===== src/rtl/serial_pkg.sv =====
`default_nettype none
// +----------------------------------------------------------------------------+
// | Module      : serial_pkg                                                   |
// | Description : Shared types and constants for the serial transceiver:      |
// |               TX/RX state encodings, line-level constants and a helper    |
// |               returning the number of bit slots in one frame.             |
// | Options     : SERIAL_TRANSCEIVER_PARITY_EN adds the even-parity bit slot.  |
// | Revision    : 1.0  initial release                                         |
// +----------------------------------------------------------------------------+
package serial_pkg;

   localparam logic STOP_BIT   = 1'b1;
   localparam logic IDLE_LEVEL = 1'b1;

   typedef enum logic [2:0] {
      TX_IDLE    = 3'd0,
      TX_PENDING = 3'd1,
      TX_START   = 3'd2,
      TX_DATA    = 3'd3,
      TX_STOP    = 3'd4
`ifdef SERIAL_TRANSCEIVER_PARITY_EN
      , TX_PARITY = 3'd5
`endif
   } tx_state_t;

   typedef enum logic [2:0] {
      RX_IDLE      = 3'd0,
      RX_START     = 3'd1,
      RX_DATA      = 3'd2,
      RX_STOP      = 3'd3,
      RX_WAIT_HIGH = 3'd4
`ifdef SERIAL_TRANSCEIVER_PARITY_EN
      , RX_PARITY = 3'd5
`endif
   } rx_state_t;

   // Bit slots per frame: start + data + [parity] + stop.
   function automatic int frame_bits(input int data_width);
`ifdef SERIAL_TRANSCEIVER_PARITY_EN
      return data_width + 3;
`else
      return data_width + 2;
`endif
   endfunction

endpackage
`default_nettype wire


===== src/rtl/serial_bit_timer.sv =====
`default_nettype none
// +----------------------------------------------------------------------------+
// | Module      : serial_bit_timer                                             |
// | Description : Bit-period counter. Counts 0..CLKS_PER_BIT-1 and wraps; tick  |
// |               is high in the last cycle of each bit period.               |
// | Ports       : clock, reset     - clock / synchronous active-high reset     |
// |               restart          - force count to 0 on the next edge         |
// |               preload_half     - load CLKS_PER_BIT/2 so the next tick      |
// |                                  lands half a bit later (mid-bit)          |
// |               tick             - last cycle of the current bit period      |
// | Revision    : 1.0  initial release                                         |
// +----------------------------------------------------------------------------+
module serial_bit_timer #(
   parameter int CLKS_PER_BIT = 16
) (
   input  logic clock,
   input  logic reset,
   input  logic restart,
   input  logic preload_half,
   output logic tick
);

   localparam int CW = $clog2(CLKS_PER_BIT);
   localparam logic [CW-1:0] LAST_COUNT = CW'(CLKS_PER_BIT - 1);
   localparam logic [CW-1:0] HALF_COUNT = CW'(CLKS_PER_BIT / 2);

   logic [CW-1:0] count;

   always_ff @(posedge clock) begin
      if (reset || restart) begin
         count <= '0;
      end else if (preload_half) begin
         count <= HALF_COUNT;
      end else if (count == LAST_COUNT) begin
         count <= '0;
      end else begin
         count <= count + 1'b1;
      end
   end

   assign tick = (count == LAST_COUNT);

endmodule
`default_nettype wire


===== src/rtl/serial_transceiver.sv =====
`default_nettype none
// +----------------------------------------------------------------------------+
// | Module      : serial_transceiver                                           |
// | Description : Full-duplex asynchronous serial link. Independent TX (load / |
// |               transmitEnable / charSent handshake) and RX (2-flop sync,    |
// |               half-bit start qualification, mid-bit sampling, framing     |
// |               error). Frames are LSB first, idle high.                    |
// | Options     : `define SERIAL_TRANSCEIVER_PARITY_EN for an even-parity bit. |
// | Ports       : clock, reset      - clock / synchronous active-high reset    |
// |               txData, load      - word to send, capture strobe             |
// |               transmitEnable    - lets a captured word start               |
// |               charSent, txBusy  - end-of-stop pulse, TX occupied           |
// |               serialOut         - TX line                                  |
// |               serialIn          - RX line (asynchronous)                   |
// |               parallelOut       - last good received word                  |
// |               charReceived      - pulse with each parallelOut update       |
// |               framingError      - pulse on a low stop bit                  |
// |               parityError       - pulse on parity mismatch                 |
// | Revision    : 1.0  initial release                                         |
// +----------------------------------------------------------------------------+
module serial_transceiver
   import serial_pkg::*;
#(
   parameter int DATA_WIDTH   = 8,
   parameter int CLKS_PER_BIT = 16
) (
   input  logic                  clock,
   input  logic                  reset,
   input  logic [DATA_WIDTH-1:0] txData,
   input  logic                  load,
   input  logic                  transmitEnable,
   output logic                  charSent,
   output logic                  txBusy,
   output logic                  serialOut,
   input  logic                  serialIn,
   output logic [DATA_WIDTH-1:0] parallelOut,
   output logic                  charReceived,
   output logic                  framingError,
   output logic                  parityError
);

   localparam int IW = $clog2(DATA_WIDTH + 1);
   localparam logic [IW-1:0] LAST_INDEX = IW'(DATA_WIDTH - 1);

   // ------------------------------------------------------------------ TX --
   tx_state_t             tx_state;
   logic [DATA_WIDTH-1:0] tx_shift;
   logic [DATA_WIDTH-1:0] tx_shifted;
   logic [IW-1:0]         tx_index;
   logic                  tx_tick;
   logic                  tx_restart;
`ifdef SERIAL_TRANSCEIVER_PARITY_EN
   logic                  tx_parity;
`endif

   // Holding the timer at zero until START makes the start bit exactly one
   // bit period long, measured from the first low cycle.
   assign tx_restart = (tx_state == TX_IDLE) || (tx_state == TX_PENDING);
   assign tx_shifted = tx_shift >> 1;

   serial_bit_timer #(.CLKS_PER_BIT(CLKS_PER_BIT)) u_tx_timer (
      .clock        (clock),
      .reset        (reset),
      .restart      (tx_restart),
      .preload_half (1'b0),
      .tick         (tx_tick)
   );

   // serialOut is registered so the line never glitches on state decode.
   always_ff @(posedge clock) begin
      if (reset) begin
         tx_state  <= TX_IDLE;
         serialOut <= IDLE_LEVEL;
         tx_shift  <= '0;
         tx_index  <= '0;
`ifdef SERIAL_TRANSCEIVER_PARITY_EN
         tx_parity <= 1'b0;
`endif
      end else begin
         case (tx_state)
            TX_IDLE: begin
               if (load) begin
                  tx_shift  <= txData;
`ifdef SERIAL_TRANSCEIVER_PARITY_EN
                  tx_parity <= ^txData;
`endif
                  tx_state  <= TX_PENDING;
               end
            end
            TX_PENDING: begin
               if (transmitEnable) begin
                  tx_state  <= TX_START;
                  serialOut <= 1'b0;
               end
            end
            TX_START: begin
               if (tx_tick) begin
                  tx_state  <= TX_DATA;
                  serialOut <= tx_shift[0];
                  tx_index  <= '0;
               end
            end
            TX_DATA: begin
               if (tx_tick) begin
                  if (tx_index == LAST_INDEX) begin
`ifdef SERIAL_TRANSCEIVER_PARITY_EN
                     tx_state  <= TX_PARITY;
                     serialOut <= tx_parity;
`else
                     tx_state  <= TX_STOP;
                     serialOut <= STOP_BIT;
`endif
                  end else begin
                     tx_shift  <= tx_shifted;
                     serialOut <= tx_shifted[0];
                     tx_index  <= tx_index + 1'b1;
                  end
               end
            end
`ifdef SERIAL_TRANSCEIVER_PARITY_EN
            TX_PARITY: begin
               if (tx_tick) begin
                  tx_state  <= TX_STOP;
                  serialOut <= STOP_BIT;
               end
            end
`endif
            TX_STOP: begin
               if (tx_tick) begin
                  tx_state  <= TX_IDLE;
                  serialOut <= IDLE_LEVEL;
               end
            end
            default: begin
               tx_state  <= TX_IDLE;
               serialOut <= IDLE_LEVEL;
            end
         endcase
      end
   end

   assign charSent = (tx_state == TX_STOP) && tx_tick;
   assign txBusy   = (tx_state != TX_IDLE);

   // ------------------------------------------------------------------ RX --
   logic                  rx_meta;
   logic                  rx_bit;
   rx_state_t             rx_state;
   logic [DATA_WIDTH-1:0] rx_shift;
   logic [DATA_WIDTH:0]   rx_cat;
   logic [IW-1:0]         rx_index;
   logic                  rx_tick;
   logic                  rx_detect;
   logic                  rx_parity_ok;
`ifdef SERIAL_TRANSCEIVER_PARITY_EN
   logic                  rx_parity_bad;
   logic                  parity_pulse;
`endif

   always_ff @(posedge clock) begin
      if (reset) begin
         rx_meta <= IDLE_LEVEL;
         rx_bit  <= IDLE_LEVEL;
      end else begin
         rx_meta <= serialIn;
         rx_bit  <= rx_meta;
      end
   end

   // Preloading half a period on the first low cycle puts every later tick
   // in the middle of a bit, starting with the start bit itself.
   assign rx_detect = (rx_state == RX_IDLE) && (rx_bit == 1'b0);
   assign rx_cat    = {rx_bit, rx_shift};

   serial_bit_timer #(.CLKS_PER_BIT(CLKS_PER_BIT)) u_rx_timer (
      .clock        (clock),
      .reset        (reset),
      .restart      (1'b0),
      .preload_half (rx_detect),
      .tick         (rx_tick)
   );

`ifdef SERIAL_TRANSCEIVER_PARITY_EN
   assign rx_parity_ok = !rx_parity_bad;
   assign parityError  = parity_pulse;
`else
   assign rx_parity_ok = 1'b1;
   assign parityError  = 1'b0;
`endif

   always_ff @(posedge clock) begin
      if (reset) begin
         rx_state      <= RX_IDLE;
         rx_shift      <= '0;
         rx_index      <= '0;
         parallelOut   <= '0;
         charReceived  <= 1'b0;
         framingError  <= 1'b0;
`ifdef SERIAL_TRANSCEIVER_PARITY_EN
         rx_parity_bad <= 1'b0;
         parity_pulse  <= 1'b0;
`endif
      end else begin
         charReceived <= 1'b0;
         framingError <= 1'b0;
`ifdef SERIAL_TRANSCEIVER_PARITY_EN
         parity_pulse <= 1'b0;
`endif
         case (rx_state)
            RX_IDLE: begin
               if (rx_detect) begin
                  rx_state <= RX_START;
               end
            end
            RX_START: begin
               if (rx_tick) begin
                  if (rx_bit) begin
                     rx_state <= RX_IDLE;   // glitch shorter than half a bit
                  end else begin
                     rx_state <= RX_DATA;
                     rx_index <= '0;
                  end
               end
            end
            RX_DATA: begin
               if (rx_tick) begin
                  rx_shift <= rx_cat[DATA_WIDTH:1];
                  if (rx_index == LAST_INDEX) begin
`ifdef SERIAL_TRANSCEIVER_PARITY_EN
                     rx_state <= RX_PARITY;
`else
                     rx_state <= RX_STOP;
`endif
                  end else begin
                     rx_index <= rx_index + 1'b1;
                  end
               end
            end
`ifdef SERIAL_TRANSCEIVER_PARITY_EN
            RX_PARITY: begin
               if (rx_tick) begin
                  // Even parity: data bits plus parity bit must XOR to 0.
                  rx_parity_bad <= rx_bit ^ (^rx_shift);
                  rx_state      <= RX_STOP;
               end
            end
`endif
            RX_STOP: begin
               if (rx_tick) begin
`ifdef SERIAL_TRANSCEIVER_PARITY_EN
                  parity_pulse <= rx_parity_bad;
`endif
                  if (rx_bit == STOP_BIT) begin
                     rx_state <= RX_IDLE;
                     if (rx_parity_ok) begin
                        parallelOut  <= rx_shift;
                        charReceived <= 1'b1;
                     end
                  end else begin
                     framingError <= 1'b1;
                     rx_state     <= RX_WAIT_HIGH;
                  end
               end
            end
            RX_WAIT_HIGH: begin
               if (rx_bit == IDLE_LEVEL) begin
                  rx_state <= RX_IDLE;
               end
            end
            default: begin
               rx_state <= RX_IDLE;
            end
         endcase
      end
   end

endmodule
`default_nettype wire

===== config.mk =====
export PLATFORM = sky130hd
export DESIGN_NAME = serial_transceiver
export DESIGN_NICKNAME = d
export VERILOG_FILES = /design/src/rtl/serial_pkg.sv /design/src/rtl/serial_bit_timer.sv /design/src/rtl/serial_transceiver.sv
export SDC_FILE = /design/constraint.sdc
export NUM_CORES = 1
export LEC_CHECK = 0
export CAP_MARGIN = 20
export CORE_UTILIZATION = 35
export CTS_CLUSTER_DIAMETER = 40
export DETAILED_ROUTE_END_ITERATION = 12
export PLACE_DENSITY = 0.64
export SLEW_MARGIN = 20
export SYNTH_ARGS = -nofsm -noshare
export SYNTH_HDL_FRONTEND = slang
export SYNTH_HIERARCHICAL = 1
export SYNTH_SLANG_ARGS = --single-unit

===== constraint.sdc =====
create_clock -name clock -period 1.9 [get_ports clock]
set_input_delay 0.285 -clock clock [delete_from_list [all_inputs] [get_ports clock]]
set_output_delay 0.285 -clock clock [all_outputs]
set_load 0.01 [all_outputs]

-- After elaboration in Yosys (flattened, before gate mapping)
Cells that the tools add are included.
- register bits: 51
- input port bits: 13
- output and inout bits: 14
- word-level logic and storage cells: 110
- add/subtract/negate cells: 4
- equal/unequal tests: 27
- multiplexer cells: 39
- bitwise logic cells: 4
- reduce and logical (&&, ||, !) cells: 21
- operators with widths (kind ; number):
    2-to-1 mux 3 bit ; 13
    2-to-1 mux 4 bit ; 9
    != test 2 bit (second input constant) ; 15
    one-hot mux 3 bit (5 select lines) ; 2
    2-to-1 mux 8 bit ; 3
    adder 4 x 1 -> 4 bit (second input constant) ; 4
    one-hot mux 4 bit (2 select lines) ; 2
    one-hot mux 8 bit (2 select lines) ; 1
    equality test 3 x 2 -> 1 bit (second input constant) ; 4
    AND reduction 6 bit ; 2
    AND reduction 5 bit ; 2
    equality test 4 x 3 -> 1 bit (second input constant) ; 2
    equality test 4 bit (second input constant) ; 2
    AND reduction 4 bit ; 2
    2-to-1 mux 1 bit ; 7
    equality test 3 x 1 -> 1 bit (second input constant) ; 2
    equality test 3 bit (second input constant) ; 2
    zero test 3 bit ; 2
    nonzero test 2 bit ; 3
    OR reduction 3 bit ; 2
    one-hot mux 1 bit (5 select lines) ; 1
    inverter 1 bit ; 4
    AND reduction 3 bit ; 1
    nonzero test 3 bit ; 1
    other kinds (5) ; 7

-- Depth between registers and ports, before layout
Gate-level depths: netlist of the first run.
- depth in word-level cells: 4
- gate-level depth with buffers: 8
- depth with buffers taken out: 6

-- Hierarchy
Netlist of the first run, hierarchy kept.
- by module, submodules not included (module ; instances ; cells each ; area an instance (µm²) ; sequential area each (µm²)):
    serial_transceiver ; 1 ; 227 ; 1985.7 ; 860.8
    serial_bit_timer ; 2 ; 19 ; 181.4 ; 80.1

-- Worst setup path after synthesis of the first run
OpenSTA, ideal clock, no wires.
- path type: reg2reg
- start: reg u_rx_timer.count[0]
- end: reg rx_index[3]
- library setup time: 0.122 ns
- arrival time: 1.862 ns
- required time: 1.778 ns
- slack: -0.084 ns
- cell stages (with the launch flop): 7
- path buffers: 0
- period minus slack after synthesis: 1.984 ns
- path through: dfxtp_1 > ha_1 > nand3_1 > inv_1 > or4b_4 > o221a_4 > a221o_1
- cells in the longest elaborated chain, start to end: 3
- elaborated cells on any way between the ends: 4
- classes of those cells: 3 x eq/ne; 1 x reduce/logical
- RTL lines (item ; line ; RTL):
    start, declared ; serial_bit_timer.sv:27 ; logic [CW-1:0] count;
    start signal, assigned ; serial_bit_timer.sv:37 ; count <= count + 1'b1;
    equality test 4 bit (*) ; serial_bit_timer.sv:41 ; assign tick = (count == LAST_COUNT);
    named net rx_tick ; serial_transceiver.sv:152 ; logic rx_tick;
    != test 2 bit (no line) ; - ;
    AND reduction 5 bit (no line) (*) ; - ;
    end signal, assigned ; serial_transceiver.sv:235 ; rx_index <= rx_index + 1'b1;
    end, declared ; serial_transceiver.sv:151 ; logic [IW-1:0] rx_index;
Mark *: on every way through the listed nets, which the timed path passes. The rest lies on a longest branch.
A chain may end at the register's enable or synchronous reset.

-- Worst setup path in the final report of the first run
- start: reg u_rx_timer.count[1]
- end: reg rx_index[3]
The elaborated chain is that of the path after synthesis.

==> results.md, run 1 <==
* Tmin final at 1.80 ns
* Critical R2R Launch: u_rx_timer/count[1]
* Cell variety after synth at 52
* WHS Endpoint: rx_bit
* Fmax at 555 MHz
* GRT Residual Overflow at 0
* RSZ-0062 raised after global routing: no
* Final Cycle Share at 0.949
* Mapped Avg Cell Area at 8.86 µm²
* Hold depth at 1
* Synthesized area at between 0.002 and 0.0025 mm²
* VDD IR max at roughly 380 µV
* Final setup viols at 0
* Outcome: finished with violations
* GRT Total Usage at 0.147
* Share of synthesized registers carrying an async set or reset at 0
* Pwr/cell area at 683 mW/mm²
* Yosys reg bits at 51
* WL/cell at about 13 µm
* Post-Layout Inst Area at 0.00292 mm²
* Failing checks: DRC
* Vias in the first global route at 1910
* Ys flop type: dfxtp_1
* Sequential area share after synthesis at 0.435
* Vias per cell at 5.23
* Critical path required time at 2.10 ns
* Metal3 WL at between 100 and 150 µm
* First-pass iteration count of the detailed router at 8
* M1 wire length at 2410 µm
* Deepest clock path buffer count at 2
* Most frequent cells in the layout: dfxtp_1, nand2_1, a21oi_1, clkdlybuf4s50_1, buf_4
* Min-delay src: rx_meta
* CTS H-tree lvls at 2
* Final ANT Viol Nets at 0
* CP Class: reg -> reg
* Worst Path Buf+Inv at 1
* Final WL at 4790 µm
* Final hold violation count at 0
* Dpl hpwl at between 3000 and 4000 µm
* CP max-delay cell: or4b_4
* # diodes at 0
* DRT iter0 DRCs at 127
* Die outline height at around 84 µm
* Max layer used: met4
* Port-buffer cells at 25
* First-pass GRT wire length at 8530 µm
* R2R Setup Slk at a little under 0.1 ns
* DIE WIDTH at 83.9 µm
* Synth area leader: dfxtp_1
* Placed Area at 0.00278 mm²
* Clk slew on worst S/H paths at 0.10 ns
* Top-area cell type share of the netlist area at 0.435
* Die ar. at 0.00704 mm²
* DRC at 3
* CP Max Fanout at 3
* Total negative slack at 0 ns
* Area delta synth->final at 24.2%
* Share of cells above drive strength 1 at 0.175
* CP startpoint kind: flop
* FF-to-FF End: rx_index[3]
* Critical path data arrival time at around 2 ns
* Total clock sinks at 51
* Worst hold slack at 0.422 ns
* Worst slew margin at 0.588
* Cell family with most CP delay: compound AO/OA/AOI/OAI gates
* Met2 Wirelength at 2230 µm
* Cells after Synth at 265
* Worst-Skew Late Latency at about 0.30 ns
* Antenna violations before repair at 0
* Row count at 29
* Area contributors post-synth: dfxtp_1, a21oi_1, a211oi_1
* Total core area at 0.00642 mm²
* Worst Hold Class: reg -> reg
* Critical path depth at 6
* Yosys warns at 6
* Gp weighted congestion at 0.767
* Root buf cell: clkbuf_8
* Starting density of the core at 0.366
* TritonCTS buffer count at 5
* Final Max Slew Viols at 0
* Most common cell after layout, fill and taps aside: dfxtp_1
* Clock Skew at 0.00686 ns
* CTS tree: done
* FF-to-FF path depth at 6
* Crit-path cells: ha_4 -> nand3_2 -> inv_2 -> or4b_4 -> o221a_4 -> a221o_1
* Final #Nets at 319
* Slew of the pin with the lowest slew margin at 0.609 ns
* Maximum Capacitance Violations at 0
* Largest net degree at the start of global routing at 24
* Num ports at 27
* Number of flops mapped to enable cells by yosys at 0
* CP endpoint kind: flop
* Leakage dissipation at roughly 0.0011 µW
* Vias at 1989
* Crit-path max cell delay at 0.46 ns
## cells in the mapped netlist, drive strengths merged, types with 4 or more instances
library cell and instances:
a211oi 17, a21oi 23, and3 4, buf 5, clkbuf 16, dfxtp 51, ha 4, inv 11
mux2i 9, nand2 25, nand3 16, nand3b 4, nor2 9, nor3 11, o21ai 13
## final cells by class
type / count / area [µm²]
well taps: 77 / 96.3
multi-input cells: 186 / 1240
clock inverters: 2 / 16.3
fillers: 654 / 3510
repair buffers: 47 / 413
clock buffers: 6 / 82.6
inverters: 11 / 41.3
flip-flops and latches: 51 / 1030
## worst max-delay path by stage
stage	start	end	slack (ns)
after CTS	tx_state[0]	txBusy	0.005
after floorplan	u_rx_timer/count[1]	rx_index[3]	0.003
final	u_rx_timer/count[1]	rx_index[3]	0.1
after global placement	u_rx_timer/count[1]	rx_index[3]	0.07
after global routing	u_tx_timer/count[1]	tx_shift[6]	0.008
after detailed placement	u_rx_timer/count[1]	rx_index[3]	0.02
## layer usage
metal / GRT usage / vias to the layer above
met5: 0 / -
met3: 0.0386 / 2
met4: 0.0329 / 0
met2: 0.247 / 33
li1: - / 1044
met1: 0.187 / 910
## per-stage QoR
stage / utilization / setup WS (ns) / power (µW) / std cells
after global placement: 0.432 / 0.0723 / 1350 / 370
after detailed placement: 0.432 / 0.0235 / 1350 / 370
final: 0.454 / 0.0974 / 1990 / 380
after global routing: 0.454 / 0.00750 / 2090 / 380
after CTS: 0.448 / 0.00500 / 2010 / 378
after floorplan: - / 0.00328 / 1270 / 269
## flip-flops by register name (all words and copies together) (netlist names)
name	count
u_rx_timer/count	4
tx_shift	8
rx_state	3
rx_shift	8
tx_index	4
rx_index	4
framingError	1
charReceived	1
tx_state	3
u_tx_timer/count	4
serialOut	1
parallelOut	8
rx_meta	1
rx_bit	1
## where the power goes
part	switching [µW]	leakage (µW)	total [µW]	internal, µW
Clock	366	0.0000474	664	298
Sequential	31.6	0.000417	1130	1100
Combinational	95.8	0.000658	195	99.3
Total	493	0.00112	1990	1500
## repair_timing
item / CTS / global route
setup endpoints to repair: 3 / 13
gates cloned: 0 / 0
hold endpoints to repair: 0 / 0
gates resized for setup: 4 / 10
setup buffers: 0 / 2
hold buffers: 0 / 0
pin swaps: 0 / 1
## cells by family after synthesis
family,Yosys count,synth area share
buffers and inverters,32,0.0565
other,1,0.00160
DFF,51,0.435
AOI/OAI and AO/OA,72,0.214
muxes,10,0.0432
xor gates and xnor gates,2,0.00746
adders and majority gates,4,0.0213
and+or+nand+nor,93,0.222
No activity file was read; power rests on OpenSTA's default activity.
==> run 2: changes to the inputs <==
GPL_TIMING_DRIVEN = 0   (was unset)
PLACE_DENSITY = 0.62   (was 0.64)
clock period = 2.1 ns   (was 1.9 ns; I/O delays follow)
==> run 2 against run 1 <==
Against the previous run:
- the run still ends with DRC left
- sequential share of layout area rose by 0.79 points
- register-to-register slack barely moved
- first-iteration DRC count fell by 16%
- setup slack got worse by 0.025 ns
- non-clock buffer count did not move
- core utilization fell by 1.3 points
- worst hold slack got worse by 0.0029 ns
- critical endpoint is now txBusy
- largest power group unchanged
==> results.md, run 2 (synthesized netlist as in run 1, its figures left out) <==
* CP Class: reg -> out
* Sequential cell area at about 0.0010 mm²
* Slew of the pin with the lowest slew margin at 0.748 ns
* GRT Residual Overflow at 0
* Port-buffer cells at 25
* CTS H-tree lvls at 2
* # diodes at 0
* GRT Total Usage at 0.142
* Share of cells above drive strength 1 at 0.116
* Pwr/cell area at 634 mW/mm²
* WL/cell at ~13 µm
* Crit-path cells: clkbuf_2 -> or3_1 -> clkdlybuf4s50_1
* Num ports at 27
* Max layer used: met4
* Outcome: finished with violations
* Deepest clock path buffer count at 2
* Gp weighted congestion at 0.782
* Die ar. at 0.00704 mm²
* Critical path data arrival time at 1.71 ns
* DRC at 8
* Final WL at 4820 µm
* Worst Hold Class: reg -> reg
* Setup crit end: txBusy
* CP max-delay cell: clkdlybuf4s50_1
* Post-route insts no fill at 380
* Most frequent cells in the layout: dfxtp_1, nand2_1, clkdlybuf4s50_1, a21oi_1, nand3_1
* FF-to-FF path depth at 6
* Maximum Capacitance Violations at 0
* First-pass iteration count of the detailed router at 8
* Root buf cell: clkbuf_8
* CP startpoint kind: flop
* Final ANT Viol Nets at 0
* Placed Area at 0.00271 mm²
* Starting density of the core at 0.366
* Critical path startpoint: tx_state[2]
* Tmin final at around 2 ns
* Fillers at between 600 and 700
* Die outline height at 83.9 µm
* Largest net degree at the start of global routing at 19
* Dpl hpwl at 3390 µm
* Clk slew on worst S/H paths at between 0.1 and 0.15 ns
* Vias in the first global route at 1863
* Total negative slack at 0 ns
* Placed cell count at 371
* Final setup viols at 0
* CP endpoint kind: output port
* Cell family with most CP delay: buffers and inverters
* Largest registers: parallelOut (8), rx_shift (8), tx_shift (8)
* Clock Skew at 0.00783 ns
* Final Cycle Share at 0.965
* Vias at slightly above 2000
* Metal3 WL at ~150 µm
* Met2 Wirelength at 2210 µm
* M1 wire length at 2430 µm
* Multi-input gate area at 0.00121 mm²
* Worst slew margin at 0.500
* Leakage dissipation at 0.00106 µW
* TritonCTS buffer count at 5
* Final hold violation count at 0
* Final #Nets at 319
* Crit-path max cell delay at 0.49 ns
* Most common cell after layout, fill and taps aside: dfxtp_1
* Worst Path Buf+Inv at 2
* Failing checks: DRC
* Total clock sinks at 51
* Antenna violations before repair at 0
* Area delta synth->final at 20.7%
* First-pass GRT wire length at 8360 µm
* RSZ-0062 raised after global routing: no
* FF-to-FF End: rx_index[3]
* VDD IR max at approximately 360 µV
* Worst-Skew Late Latency at 0.31 ns
* Worst hold slack at between 0.4 and 0.5 ns
* Critical R2R Launch: u_rx_timer/count[0]
* Total core area at 0.00642 mm²
* Critical path required time at 1.78 ns
* Fmax at between 400 and 500 MHz
* CTS tree: done
* DIE WIDTH at 83.9 µm
* Setup Slack @ Placement at -0.139 ns
* CP Max Fanout at 10
* Critical path depth at 3
* Vias per cell at about 5.3
* Setup slack after layout at 0.0727 ns
* R2R Setup Slk at 0.11 ns
* Row count at 29
* DRT iter0 DRCs at 107
* Post-Layout Inst Area at 0.00284 mm²
* Final Max Slew Viols at 0
[run 2: layout make-up]
type	count	share of cell area
clock inverters	3	0.0102
clock buffers	5	0.0243
plain buffers	19	0.0313
well taps	77	0.0340
inverters	11	0.0146
multi-input cells	186	0.429
flip-flops and latches	51	0.361
repair buffers	28	0.0958
[run 2: where the power goes]
| part | internal (µW) | switching (µW) |
|---|---|---|
| Combinational | 80.1 | 94.3 |
| Sequential | 995 | 21.0 |
| Clock | 248 | 360 |
| Total | 1320 | 476 |
[run 2: what timing repair did]
| action | in CTS | in global routing |
|---|---|---|
| setup endpoints to repair | 13 | 10 |
| hold buffers | 0 | 0 |
| setup buffers | 1 | 2 |
| pin swaps | 0 | 0 |
| gates resized for setup | 5 | 11 |
[run 2: worst register-to-register path, cell delays in order (launching register included)]
cell and delay [ns]:
dfxtp_2 0.38, ha_2 0.21, nand3_1 0.12, inv_2 0.11, or4b_4 0.47, o221a_4 0.26
a221o_1 0.34
[run 2: through the flow]
step                      power, µW   util
after floorplan                1150      -
after global placement         1210  0.422
after detailed placement       1210  0.422
after CTS                      1820  0.438
after global routing           1890  0.441
final                          1800  0.441
[run 2: layer usage]
layer,vias up,track usage
met5,-,0
met3,2,0.0277
met1,938,0.188
met4,0,0.0486
li1,1039,-
met2,38,0.232
[run 2: how the worst min path moves through the flow]
stage	from	endpoint	cells after the start	slack, ns
floorplan	reset	u_rx_timer/count[3]	1	0.38
global placement	rx_meta	rx_bit	1	0.40
detailed placement	rx_meta	rx_bit	1	0.40
CTS	rx_meta	rx_bit	1	0.43
global route	rx_meta	rx_bit	1	0.45
finish	rx_meta	rx_bit	1	0.42
